File: config.mk
export PLATFORM = sky130hd
export DESIGN_NAME = cdb_arbiter_flat
export DESIGN_NICKNAME = d
export VERILOG_FILES = /design/src/rtl/cdb_arbiter_pkg.sv /design/src/rtl/cdb_arbiter_if.sv /design/src/rtl/cdb_arbiter_rr.sv /design/src/rtl/cdb_arbiter.sv /design/src/flat_wrapper.sv
export SDC_FILE = /design/constraint.sdc
export NUM_CORES = 1
export LEC_CHECK = 0
export CORE_ASPECT_RATIO = 2
export CORE_UTILIZATION = 48
export DETAILED_ROUTE_END_ITERATION = 8
export PLACE_DENSITY = 0.87
export SETUP_SLACK_MARGIN = 0.1
export SYNTH_ARGS = -nofsm -noshare
export SYNTH_HDL_FRONTEND = slang
export SYNTH_SLANG_ARGS = --single-unit
File: constraint.sdc
create_clock -name clk -period 7.3 [get_ports clk]
set_input_delay 1.095 -clock clk [delete_from_list [all_inputs] [get_ports clk]]
set_output_delay 1.095 -clock clk [all_outputs]
set_load 0.05 [all_outputs]
File: src/rtl/cdb_arbiter_pkg.sv
// Shared CDB types and constants for the result arbiter and its users.
package cdb_arbiter_pkg;

   localparam int CDB_N_UNITS = 4;
   localparam int CDB_TAG_W   = 6;

   localparam int UNIT_INT = 0;
   localparam int UNIT_MUL = 1;
   localparam int UNIT_DIV = 2;
   localparam int UNIT_MEM = 3;

   typedef struct packed {
      logic [31:0]           cdb_data;
      logic [CDB_TAG_W-1:0]  cdb_tag;
      logic                  cdb_valid;
      logic                  cdb_branch;
      logic                  cdb_branch_taken;
   } cdb_bus;

   // Branch-only results carry no data but still need a broadcast slot.
   function automatic logic cdb_is_req(input cdb_bus b);
      return b.cdb_valid | b.cdb_branch;
   endfunction

endpackage

File: src/rtl/cdb_arbiter_if.sv
// Result/broadcast bundle between execution units and the CDB arbiter.
interface cdb_arbiter_if
   import cdb_arbiter_pkg::*;
#(
   parameter int N_UNITS = CDB_N_UNITS
);

   cdb_bus [N_UNITS-1:0] unit_result;
   logic   [N_UNITS-1:0] unit_ready;
   cdb_bus               cdb_out;
   logic   [N_UNITS-1:0] cdb_grant;

   modport master (output unit_result, input unit_ready, input cdb_out, input cdb_grant);
   modport slave  (input unit_result, output unit_ready, output cdb_out, output cdb_grant);

endinterface

File: src/rtl/cdb_arbiter_rr.sv
// Combinational round-robin arbiter: search begins one past i_ptr and wraps.
module rr_arbiter #(
   parameter int N     = 4,
   parameter int IDX_W = 2
) (
   input  logic [N-1:0]     i_req,
   input  logic [IDX_W-1:0] i_ptr,
   output logic [N-1:0]     o_gnt,
   output logic [IDX_W-1:0] o_gnt_idx,
   output logic             o_gnt_vld
);

   logic [IDX_W-1:0] w_idx;

   always_comb begin
      o_gnt     = '0;
      o_gnt_idx = '0;
      o_gnt_vld = 1'b0;
      w_idx     = '0;
      for (int k = 1; k <= N; k++) begin
         w_idx = IDX_W'((int'(i_ptr) + k) % N);
         if (!o_gnt_vld && i_req[w_idx]) begin
            o_gnt_vld    = 1'b1;
            o_gnt[w_idx] = 1'b1;
            o_gnt_idx    = w_idx;
         end
      end
   end

endmodule

File: src/rtl/cdb_arbiter.sv
// Common Data Bus arbiter: per-unit result holding slots, round-robin grant, registered broadcast.
// Optional same-cycle bypass of uncontended results when CDB_BYPASS_EN is defined.
module cdb_arbiter
   import cdb_arbiter_pkg::*;
#(
   parameter int N_UNITS = CDB_N_UNITS,
   parameter int TAG_W   = CDB_TAG_W
) (
   input  logic           clk,
   input  logic           rst,
   input  logic           flush,
   cdb_arbiter_if.slave   bus
);

   localparam int IDX_W = (N_UNITS > 1) ? $clog2(N_UNITS) : 1;

   if (TAG_W != CDB_TAG_W) begin : g_tag_w_check
      $error("cdb_arbiter: TAG_W must equal the cdb_bus tag width");
   end

   logic [N_UNITS-1:0] r_occ;
   logic [IDX_W-1:0]   r_ptr;
   cdb_bus             r_hold [N_UNITS];
   cdb_bus             r_cdb_out;
   logic [N_UNITS-1:0] r_cdb_grant;

   logic [N_UNITS-1:0] w_req;
   logic [N_UNITS-1:0] w_arb_req;
   logic [N_UNITS-1:0] w_gnt;
   logic [N_UNITS-1:0] w_ready;
   logic [N_UNITS-1:0] w_capture;
   logic [IDX_W-1:0]   w_gnt_idx;
   logic               w_gnt_vld;
   cdb_bus             w_sel;

   always_comb begin
      w_req = '0;
      for (int i = 0; i < N_UNITS; i++) begin
         w_req[i] = cdb_is_req(bus.unit_result[i]);
      end
   end

`ifdef CDB_BYPASS_EN
   // An empty slot competes with its incoming request at the same ring position.
   assign w_arb_req = r_occ | w_req;
`else
   assign w_arb_req = r_occ;
`endif

   rr_arbiter #(
      .N     (N_UNITS),
      .IDX_W (IDX_W)
   ) u_rr (
      .i_req     (w_arb_req),
      .i_ptr     (r_ptr),
      .o_gnt     (w_gnt),
      .o_gnt_idx (w_gnt_idx),
      .o_gnt_vld (w_gnt_vld)
   );

   // Fall-through: a slot that wins this cycle can accept a new result at the same edge.
   assign w_ready = ~r_occ | w_gnt;

`ifdef CDB_BYPASS_EN
   assign w_capture = w_req & w_ready & ~(w_gnt & ~r_occ);
`else
   assign w_capture = w_req & w_ready;
`endif

   always_comb begin
      w_sel = r_hold[w_gnt_idx];
`ifdef CDB_BYPASS_EN
      if (!r_occ[w_gnt_idx]) begin
         w_sel = bus.unit_result[w_gnt_idx];
      end
`endif
   end

   // Control state: occupancy, priority pointer and the broadcast register.
   always_ff @(posedge clk) begin
      if (rst) begin
         r_occ       <= '0;
         r_ptr       <= IDX_W'(N_UNITS - 1);
         r_cdb_out   <= '0;
         r_cdb_grant <= '0;
      end else if (flush) begin
         r_occ       <= '0;
         r_cdb_out   <= '0;
         r_cdb_grant <= '0;
      end else begin
         r_occ       <= (r_occ & ~w_gnt) | w_capture;
         r_cdb_out   <= w_gnt_vld ? w_sel : '0;
         r_cdb_grant <= w_gnt;
         if (w_gnt_vld) begin
            r_ptr <= w_gnt_idx;
         end
      end
   end

   // Holding data needs no reset; it is only observed while its occupied bit is set.
   always_ff @(posedge clk) begin
      for (int i = 0; i < N_UNITS; i++) begin
         if (w_capture[i]) begin
            r_hold[i] <= bus.unit_result[i];
         end
      end
   end

   assign bus.unit_ready = w_ready;
   assign bus.cdb_out    = r_cdb_out;
   assign bus.cdb_grant  = r_cdb_grant;

endmodule

File: src/flat_wrapper.sv
// flat-port wrapper written by rule: the top's interface ports become plain ports
module cdb_arbiter_flat import cdb_arbiter_pkg::*;
#(
   parameter int N_UNITS = CDB_N_UNITS,
   parameter int TAG_W   = CDB_TAG_W
)
  (clk, rst, flush, bus_unit_result, bus_unit_ready, bus_cdb_out, bus_cdb_grant);
  cdb_arbiter_if #(.N_UNITS(N_UNITS)) bus_i ();
  input  logic clk;
  input  logic rst;
  input  logic flush;
  input wire logic [$bits(bus_i.unit_result)-1:0] bus_unit_result;
  output wire logic [$bits(bus_i.unit_ready)-1:0] bus_unit_ready;
  output wire logic [$bits(bus_i.cdb_out)-1:0] bus_cdb_out;
  output wire logic [$bits(bus_i.cdb_grant)-1:0] bus_cdb_grant;
  assign bus_i.unit_result = bus_unit_result;
  assign bus_unit_ready = bus_i.unit_ready;
  assign bus_cdb_out = bus_i.cdb_out;
  assign bus_cdb_grant = bus_i.cdb_grant;
  cdb_arbiter #(.N_UNITS(N_UNITS), .TAG_W(TAG_W)) u_core (.clk(clk), .rst(rst), .flush(flush), .bus(bus_i));
endmodule
==> impl_results.md <==
- Status: completed
- Switching Fraction: 31.9%
- Syn Area/Cell: 17.5 sq um
- Warnings, synthesis: 0
- Unrepaired setup endpoints after global routing: false
- Total CTS buffers: 19
- H-tree Lvls: 1
- Die Wd: 92.2 um
- Core Footprint: 15,900 sq um
- Initial core utilization: 49.2%
- PD cells: 357 nW/um^2
- DP HPWL: 13,200 um
- Max-slew headroom: approximately a third
- Core Util, Final: 68.0%
- Chip height: 182 um
- Final Wtd Congestion: 0.946
- Ratio of cells with drive above 1 in the final layout: 6.38%
- Comb power frac: 31.6%
- Cell-internal power: 2.62 mW
- Hold_buf cts: 0
- Static Leak: between 4 and 5 nW
- FP Rows: between 60 and 70
- Final Hold Vio Count: 0
- Hold path cells: 2
- Setup_tns: 0 ns
- Final Cycle Share: 82.0%
- Post-synth top flop: edfxtp_1
- Syn_nets: 622
- Number of synthesized flops with an enable pin: 164
- Latest clock arrival within the worst-skew pair: 0.48 ns
- Vias in the first global route: 5,441
- DRC viols: 0
- Fmax: between 150 and 200 MHz
- Detailed Route Iter0 Violations: 174
- First drt pass iteration count: 4
- Flop2flop setup slack: 2.64 ns
- Drt wl/cell: between 20 and 25 um
- Max Root-Sink Buffers: 3
- Clock power share: 26.9%
- Setup Skew: 0.0129 ns
- Slew at the pin closest to its max-slew limit: 1.01 ns
- Tmin final: 5.98 ns
- Sink Count: 215
- Vias per inst: approximately 5.5
- Yosys reg bits: between 200 and 250
- Synth Instances: 447
- Tightest Hold Check Type: flip-flop to flip-flop
- CTS tree: built
- Setup ws final: 1.32 ns
- Total wire length: 19,700 um
- Synth-to-Final Area Change: 38.0%
- Final Setup Violations: 0
- Worst EP arrival: between 4 and 5 ns
- Fillers: 1,093
- Total die area: 16,800 sq um
- Critical path type: flip-flop to primary output
- Root Driver: clkbuf_16
- Crit. End Element: primary output
- Crit path from: u_core.r_ptr[0]
- IO Pins: 216
- Top post-synthesis cells by area: edfxtp_1 63%, dfxtp_1 13%, mux2i_1 11%, o22ai_1 3.4%, ha_1 1.3%
- PostCTS Resize Cnt: 0
- Final #Nets: 837
- Cell taking the most area after synthesis: edfxtp_1
- Hold Path Sink: u_core.bus.cdb_out[20]
- Sw Pwr: 1.23 mW
- Proportion of netlist area held by the largest area contributor: 63.1%
- GRT overflow: 0
- Reg2reg start: u_core.r_ptr[0]
- Worst Path Required: 6.20 ns
- Worst-case reg-to-reg path depth: 8
- VDD IR max: about 0.29 mV
- Number of setup buffers added after CTS: 0
- All-Layer GR Usage: a little under a quarter
- Max-cap violations: 0
- Sequential cell area fraction in the yosys report: 76.2%
- Via count: 4,791
- Initial antenna violation count: 2
- Largest net degree at the start of global routing: 47
- Flop pwr share: about two fifths
- Clock-pin slew on the worst setup and hold paths: 0.07 ns
- Number of buffers added on ports: about 220
- Hold_sp: u_core.r_hold[1][20]
- Setup crit start kind: flip-flop
- Worst Path Max Fanout: 17
- Synth unique cells: 35
- Pre-CTS setup slack: between 2 and 2.5 ns
- Async S/R FF share, synth: 0%
- Reg2reg end: u_core.bus.cdb_out[39]
- Synthesized area: 7810 sq um
- Max-slew violations: 0
- Routed Antenna Nets: 0
- Global-route wire length before repair: 29,000 um
## cells in the mapped netlist (4+ instances only)
cell type and number:
nand2_1 7, mux2i_1 84, buf_2 12, a21oi_1 10
ha_1 8, dfxtp_1 51, o21a_1 4, a22oi_1 8
buf_1 4, o22ai_1 42, edfxtp_1 164, buf_8 4
inv_1 4, nor2_1 13
## through the flow
stage / cell area (sq um) / cells / total power [mW] / hold slack (ns)
6_report: 10800 / 877 / 3.85 / 0.524
5_1_grt: 10800 / 877 / 3.99 / 0.558
4_1_cts: 10800 / 875 / 3.88 / 0.534
3_5_place_dp: 10100 / 842 / 2.83 / 0.517
3_3_place_gp: 10100 / 842 / 2.79 / 0.505
2_1_floorplan: 7810 / 447 / 2.44 / 0.479
## worst max-delay path, stage by stage, from the launching register on
cell	delay, ns
dfxtp_1	0.79
inv_1	0.27
ha_1	0.61
mux4_2	0.69
nor4b_1	0.72
a22oi_1	0.18
o21a_1	0.22
nand2_1	0.12
clkdlybuf4s50_1	0.81
## registers in the layout (all words and copies together) (netlist names)
signal and flops:
u_core.r_hold 164, u_core.bus.cdb_grant 4, u_core.r_ptr 2, u_core.r_occ 4, u_core.bus.cdb_out 41
## per-layer routing
layer | up-vias | GRT usage, % | share of wire [%] | routed length, um
li1 | 2180 | - | - | -
met2 | 218 | 44.2 | 56 | 11100
met3 | 75 | 3.50 | 5.0 | 976
met5 | - | 0 | 0 | 0
met1 | 2318 | 22.7 | 32 | 6390
met4 | 0 | 16.0 | 6.1 | 1210
## worst max-delay path by stage
stage          slack (ns)  depth (start not counted)                   to
2_1_floorplan        2.15                          9  u_core.r_hold[0][0]
3_3_place_gp         2.30                          8    bus_unit_ready[2]
3_5_place_dp         2.02                          8    bus_unit_ready[1]
4_1_cts              1.43                          8    bus_unit_ready[0]
5_1_grt              1.06                          8    bus_unit_ready[1]
6_report             1.32                          8    bus_unit_ready[1]
## cell families after synthesis
| logic type | Yosys count | synth area share [%] |
|---|---|---|
| xor+xnor | 1 | 0.112 |
| compound gates | 75 | 6.23 |
| simple gates | 30 | 1.79 |
| fa+ha+maj | 8 | 1.28 |
| buf+inv | 30 | 2.45 |
| flops | 215 | 76.2 |
| mux | 88 | 12.0 |
## placed cells by master (no fill, tap or decap), types with 2 or more instances in the layout
master           instances
ha_1                     8
nor2b_1                  2
nor2_1                  13
clkdlybuf4s50_1        215
bufinv_16                4
diode_2                  2
nand2_1                  6
edfxtp_1               164
o211ai_1                 2
mux2i_1                 84
buf_4                    5
mux4_2                   3
o21a_1                   4
dfxtp_1                 51
inv_1                    4
clkinv_1                 4
a221oi_1                 2
o22ai_1                 42
a22oi_1                  8
o21ai_0                  3
or2_2                    2
a21oi_1                  6
a21oi_4                  4
clkbuf_1                 3
clkbuf_16               19
## cell type report
| cell class | instances | area (sq um) | area share [%] |
|---|---|---|---|
| Inverter | 4 | 15.0 | 0.139 |
| Clock buffer | 22 | 487 | 4.52 |
| Multi-Input combinational cell | 202 | 1730 | 16.0 |
| Tap cell | 201 | 251 | 2.33 |
| Clock inverter | 11 | 156 | 1.45 |
| Timing Repair Buffer | 220 | 2190 | 20.3 |
| Sequential cell | 215 | 5950 | 55.2 |
| Antenna cell | 2 | 5.00 | 0.0464 |
## power by group through the flow
stage          Sequential (mW)  Combinational, mW  Clock, mW
5_1_grt                   1.61               1.27       1.10
3_3_place_gp              1.61               1.18          0
4_1_cts                   1.60               1.23       1.06
3_5_place_dp              1.62               1.21          0
6_report                  1.60               1.22       1.04
2_1_floorplan             1.84              0.600          0
Power figures use the tool's default switching activity.
==> patch 1: new RTL, same settings <==
Set the package constant `CDB_TAG_W` to 12 (it was 6).
--- a/src/rtl/cdb_arbiter_pkg.sv
+++ b/src/rtl/cdb_arbiter_pkg.sv
@@ -2,7 +2,7 @@
 package cdb_arbiter_pkg;
 
    localparam int CDB_N_UNITS = 4;
-   localparam int CDB_TAG_W   = 6;
+   localparam int CDB_TAG_W   = 12;
 
    localparam int UNIT_INT = 0;
    localparam int UNIT_MUL = 1;
Interface: changed (resized bus_cdb_out and bus_unit_result); port bits go from 216 to 246. The function was not compared with the original's and may differ.
==> patch 1 against the original RTL <==
Core utilization down 0.093 points; cell area up 15%; worst setup slack better by 7.3 ps; non-clock buffer count up 33; synthesized area up 15%; routed wire length up 11%; total power up 15%; clock power up 13%; combinational power up 16%; clock skew down 6.5 ps; global-route usage down 0.65 points; sequential cell count up 30; critical path depth unchanged; critical endpoint is now bus_unit_ready[3]; largest power group unchanged.
==> patch 1: results (changes against the original RTL) <==
\begin{tabular}{lr}
\hline
Metric & Value \\
\hline
\multicolumn{2}{l}{\textbf{Routing}} \\
Routed met3 length & 1.19 mm (was 976 microns) \\
Average routed wire per standard cell & 22.3 microns (was 22.5 microns) \\
DR vias & 5335 (was 4791) \\
WL met2 & 12.3 mm (was 11.1 mm) \\
\multicolumn{2}{l}{\textbf{Global routing}} \\
Maximum number of pins on one net before global-route repair & 61 (was 47) \\
Initial antenna violation count & 3 (was 2) \\
Met3 usage & 3.58\% (was 3.50\%) \\
GRT met2 Usage & 42.8\% (was 44.2\%) \\
Wire length of the first global-routing pass & 32.5 mm (was 29.0 mm) \\
Global router's overall resource usage & 22.7\% (was 23.4\%) \\
Global routing usage on met1 & 23.3\% (was 22.7\%) \\
\multicolumn{2}{l}{\textbf{Synth}} \\
Synth area leaders & sky130\_fd\_sc\_hd\_\_edfxtp\_1, sky130\_fd\_sc\_hd\_\_dfxtp\_1, sky130\_fd\_sc\_hd\_\_mux2i\_1 (unchanged) \\
Count of flip-flops with a built-in enable after synthesis & 188 (was 164) \\
Net count after synthesis & 697 (was 622) \\
Number of cells produced by synthesis & 498 (was 447) \\
Most frequent cells after synthesis & sky130\_fd\_sc\_hd\_\_edfxtp\_1, sky130\_fd\_sc\_hd\_\_mux2i\_1, sky130\_fd\_sc\_hd\_\_dfxtp\_1 (unchanged) \\
\multicolumn{2}{l}{\textbf{Run status}} \\
Result of the run & finished clean (unchanged) \\
\multicolumn{2}{l}{\textbf{Worst setup path}} \\
Critical path destination & bus\_unit\_ready[3] (was bus\_unit\_ready[1]) \\
Arrival time worst endpoint & 4880 ps (was 4890 ps) \\
Endpoint of the worst-slack reg-to-reg timing path & u\_core.r\_hold[2][1] (was u\_core.bus.cdb\_out[39]) \\
Number of cells traversed by the worst register-to-register path & 8 (unchanged) \\
Worst-case register-to-register setup slack & 2280 ps (was 2640 ps) \\
\multicolumn{2}{l}{\textbf{Timing}} \\
Highest clock rate & 167 MHz (about the same) \\
Hold\_ws & 524 ps (about the same) \\
Worst clock skew & 6.42 ps (was 12.9 ps) \\
\multicolumn{2}{l}{\textbf{Placement}} \\
Number of buffers added on ports & 245 (was 215) \\
Dpl cells & 938 (was 842) \\
Placer's final routability congestion estimate & 0.933 (was 0.946) \\
Post-DP HPWL & 14.8 mm (was 13.2 mm) \\
Pre-CTS worst setup slack & 1950 ps (was 2020 ps) \\
\multicolumn{2}{l}{\textbf{Pwr}} \\
Maximum vdd ir drop & 0.308 mV (was 0.289 mV) \\
\multicolumn{2}{l}{\textbf{Clock network}} \\
Clock latency reported for the late side of the worst-skew pair & 500 ps (was 480 ps) \\
TritonCTS Buffers & 22 (was 19) \\
\multicolumn{2}{l}{\textbf{Worst hold path}} \\
Worst Hold Endpoint & u\_core.bus.cdb\_out[1] (was u\_core.bus.cdb\_out[20]) \\
\multicolumn{2}{l}{\textbf{Layout}} \\
Share of post-route cells with drive strength above 1 & 11.5\% (was 6.38\%) \\
Post-layout instance count excluding filler cells & 981 (was 877) \\
Number of flip-flops under the largest register name & 188 (was 164) \\
\hline
\end{tabular}
patch 1: area by class of cell:
type	instances	area, sq um
inverters	4	15.0
diodes	3	7.51
clock inverters	9	85.1
flip-flops and latches	245	6790
multi-input cells	220	2070
well taps	216	270
clock buffers	31	677
fillers	1195	5880
repair buffers	253	2510
patch 1: power by group:
group / switching, mW / internal [mW]
clock: 0.494 / 0.688
sequential: 0.0798 / 1.74
combinational: 0.852 / 0.572
patch 1: tightest hold or removal path, delay by kind of cell (launching register included):
kind / cells / cell delay (ps)
flip-flops: 1 / 320
multiplexers: 1 / 80
AO/OA/AOI/OAI: 1 / 80
patch 1: cell families (layout without fill, tap and decap cells):
logic type      count (synthesis)  in the layout  synth area share, %
compound gates                 81             81                 7.91
buf+inv                        33            297                 2.21
xor+xnor                        1              1               0.0974
fa+ha+maj                       8              8                 1.11
flops                         245            245                 75.4
mux                           100            100                 11.7
simple gates                   30             30                 1.56
other cells                     0              3                    0
==> patch 2: new RTL, same flow settings <==
Made on the original files. Reset style: asynchronous (`rst`), changed in one clocked block.
--- a/src/rtl/cdb_arbiter.sv
+++ b/src/rtl/cdb_arbiter.sv
@@ -77,7 +77,7 @@
    end
 
    // Control state: occupancy, priority pointer and the broadcast register.
-   always_ff @(posedge clk) begin
+   always_ff @(posedge clk or posedge rst) begin
       if (rst) begin
          r_occ       <= '0;
          r_ptr       <= IDX_W'(N_UNITS - 1);
Check against the original RTL: differs if rst is asserted again (counterexample within 4 cycles, from zero or initial values and one cycle with rst high); with rst held inactive, the same outputs for 4 cycles.
==> patch 2 against the original RTL <==
Non-clock buffer count is 5 higher; synthesized area is 12% higher; final cell count is 5.9% higher; hold slack better by 82 ps; critical path depth stayed put; worst setup slack better by 450 ps; sequential cell count stayed put; cell area is 6.8% higher; routed wire length is 8.2% higher; via count is 8.0% higher; count of clock-buffer cells in the layout is 1 higher; highest routed layer unchanged.
Power is not compared: it rests on default switching activity, and its combinational part moved more than twofold at a synthesized area within 25%.
==> patch 2: results (changes against the original RTL) <==
\begin{tabular}{lr}
\hline
Metric & Value \\
\hline
\multicolumn{2}{l}{\textbf{Die}} \\
Die span in x & 97.3 microns (was 92.2 microns) \\
\multicolumn{2}{l}{\textbf{Synth}} \\
Net count after synthesis & 668 (was 622) \\
Mux cell area share after synthesis & 11.5\% (was 12.0\%) \\
Most frequent cells after synthesis & sky130\_fd\_sc\_hd\_\_edfxtp\_1, sky130\_fd\_sc\_hd\_\_a21oi\_1, sky130\_fd\_sc\_hd\_\_dfrtp\_1 (was sky130\_fd\_sc\_hd\_\_edfxtp\_1, sky130\_fd\_sc\_hd\_\_mux2i\_1, sky130\_fd\_sc\_hd\_\_dfxtp\_1) \\
Syn\_area\_per\_cell & 17.7 sq um (was 17.5 sq um) \\
Fraction of synthesis flops using an asynchronous set or reset pin & 23.7\% (was 0\%) \\
Synth cell types & 37 (was 35) \\
\multicolumn{2}{l}{\textbf{Worst setup path}} \\
Cell at the slowest stage of the critical path & sky130\_fd\_sc\_hd\_\_dfstp\_2 (was sky130\_fd\_sc\_hd\_\_clkdlybuf4s50\_1) \\
Delay of the slowest cell on the worst path & 770 ps (was 810 ps) \\
Largest driver fanout on the critical path & 16 (was 17) \\
\multicolumn{2}{l}{\textbf{Global routing}} \\
Global router's overall resource usage & 22.3\% (was 23.4\%) \\
GRT met2 Usage & 43.0\% (was 44.2\%) \\
Wire length of the first global-routing pass & 31.3 mm (was 29.0 mm) \\
Global routing usage on met1 & 22.5\% (was 22.7\%) \\
Maximum number of pins on one net before global-route repair & 52 (was 47) \\
\multicolumn{2}{l}{\textbf{Layout}} \\
Area used by multi-input combinational logic & 0.00223 sq mm (was 0.00173 sq mm) \\
Fill cell total of the finished layout & 1239 (was 1093) \\
Syn-to-layout area delta & 32.1\% (was 38.0\%) \\
Count of inverters not on the clock network in the layout & 5 (was 4) \\
Sequential standard cell area & 0.00620 sq mm (was 0.00595 sq mm) \\
Multi-input gates & 236 (was 202) \\
Post-layout instance count excluding filler cells & 929 (was 877) \\
Share of post-route cells with drive strength above 1 & 19.3\% (was 6.38\%) \\
Number of clock buffer instances in the layout & 23 (was 22) \\
\multicolumn{2}{l}{\textbf{Routing}} \\
DR vias & 5174 (was 4791) \\
Routed met3 length & 1.06 mm (was 976 microns) \\
Initial DRC Count & 176 (was 174) \\
Post-detailed-routing wire length & 21.3 mm (was 19.7 mm) \\
WL met2 & 12.1 mm (was 11.1 mm) \\
\multicolumn{2}{l}{\textbf{Run status}} \\
Result of the run & finished clean (unchanged) \\
\multicolumn{2}{l}{\textbf{Placement}} \\
Pre-CTS worst setup slack & 2280 ps (was 2020 ps) \\
Dpl cells & 894 (was 842) \\
Post-DP HPWL & 14.4 mm (was 13.2 mm) \\
Post-detailed-placement cell area & 0.0109 sq mm (was 0.0101 sq mm) \\
\hline
\end{tabular}
## patch 2: changes by cell type in the layout (fill, tap and decap cells not counted), moves of 4 or more
cell,unedited run,this run
sky130_fd_sc_hd__a211oi_2,0,40
sky130_fd_sc_hd__a21oi_1,6,46
sky130_fd_sc_hd__a221o_1,0,4
sky130_fd_sc_hd__buf_4,5,10
sky130_fd_sc_hd__bufinv_16,4,0
sky130_fd_sc_hd__clkinv_2,1,5
sky130_fd_sc_hd__dfrtp_1,0,49
sky130_fd_sc_hd__dfxtp_1,51,0
sky130_fd_sc_hd__mux2_2,0,43
sky130_fd_sc_hd__mux2i_1,84,43
sky130_fd_sc_hd__o22ai_1,42,0
## patch 2: power by group through the flow
stage / Sequential, mW / Combinational (mW) / Clock (mW)
floorplan: 2.27 / 1.91 / 0
global placement: 1.96 / 2.68 / 0
detailed placement: 1.98 / 2.80 / 0
CTS: 1.96 / 2.82 / 0.925
global route: 1.99 / 2.95 / 0.967
finish: 1.96 / 2.79 / 0.901
## patch 2: worst paths after layout
path / to / depth (start not counted) / slack [ps] / startpoint
worst max-delay path: bus_unit_ready[2] / 8 / 1770 / u_core.r_ptr[0]
worst min-delay path: u_core.bus.cdb_out[40] / 2 / 610 / u_core.r_hold[1][40]
worst max register to register: u_core.bus.cdb_out[7] / 9 / 2710 / u_core.r_ptr[0]
worst min register to register: u_core.bus.cdb_out[40] / 2 / 610 / u_core.r_hold[1][40]
max in group asynchronous: u_core.bus.cdb_grant[2] / 3 / 5670 / rst
min in group asynchronous: u_core.bus.cdb_out[20] / 3 / 1150 / rst
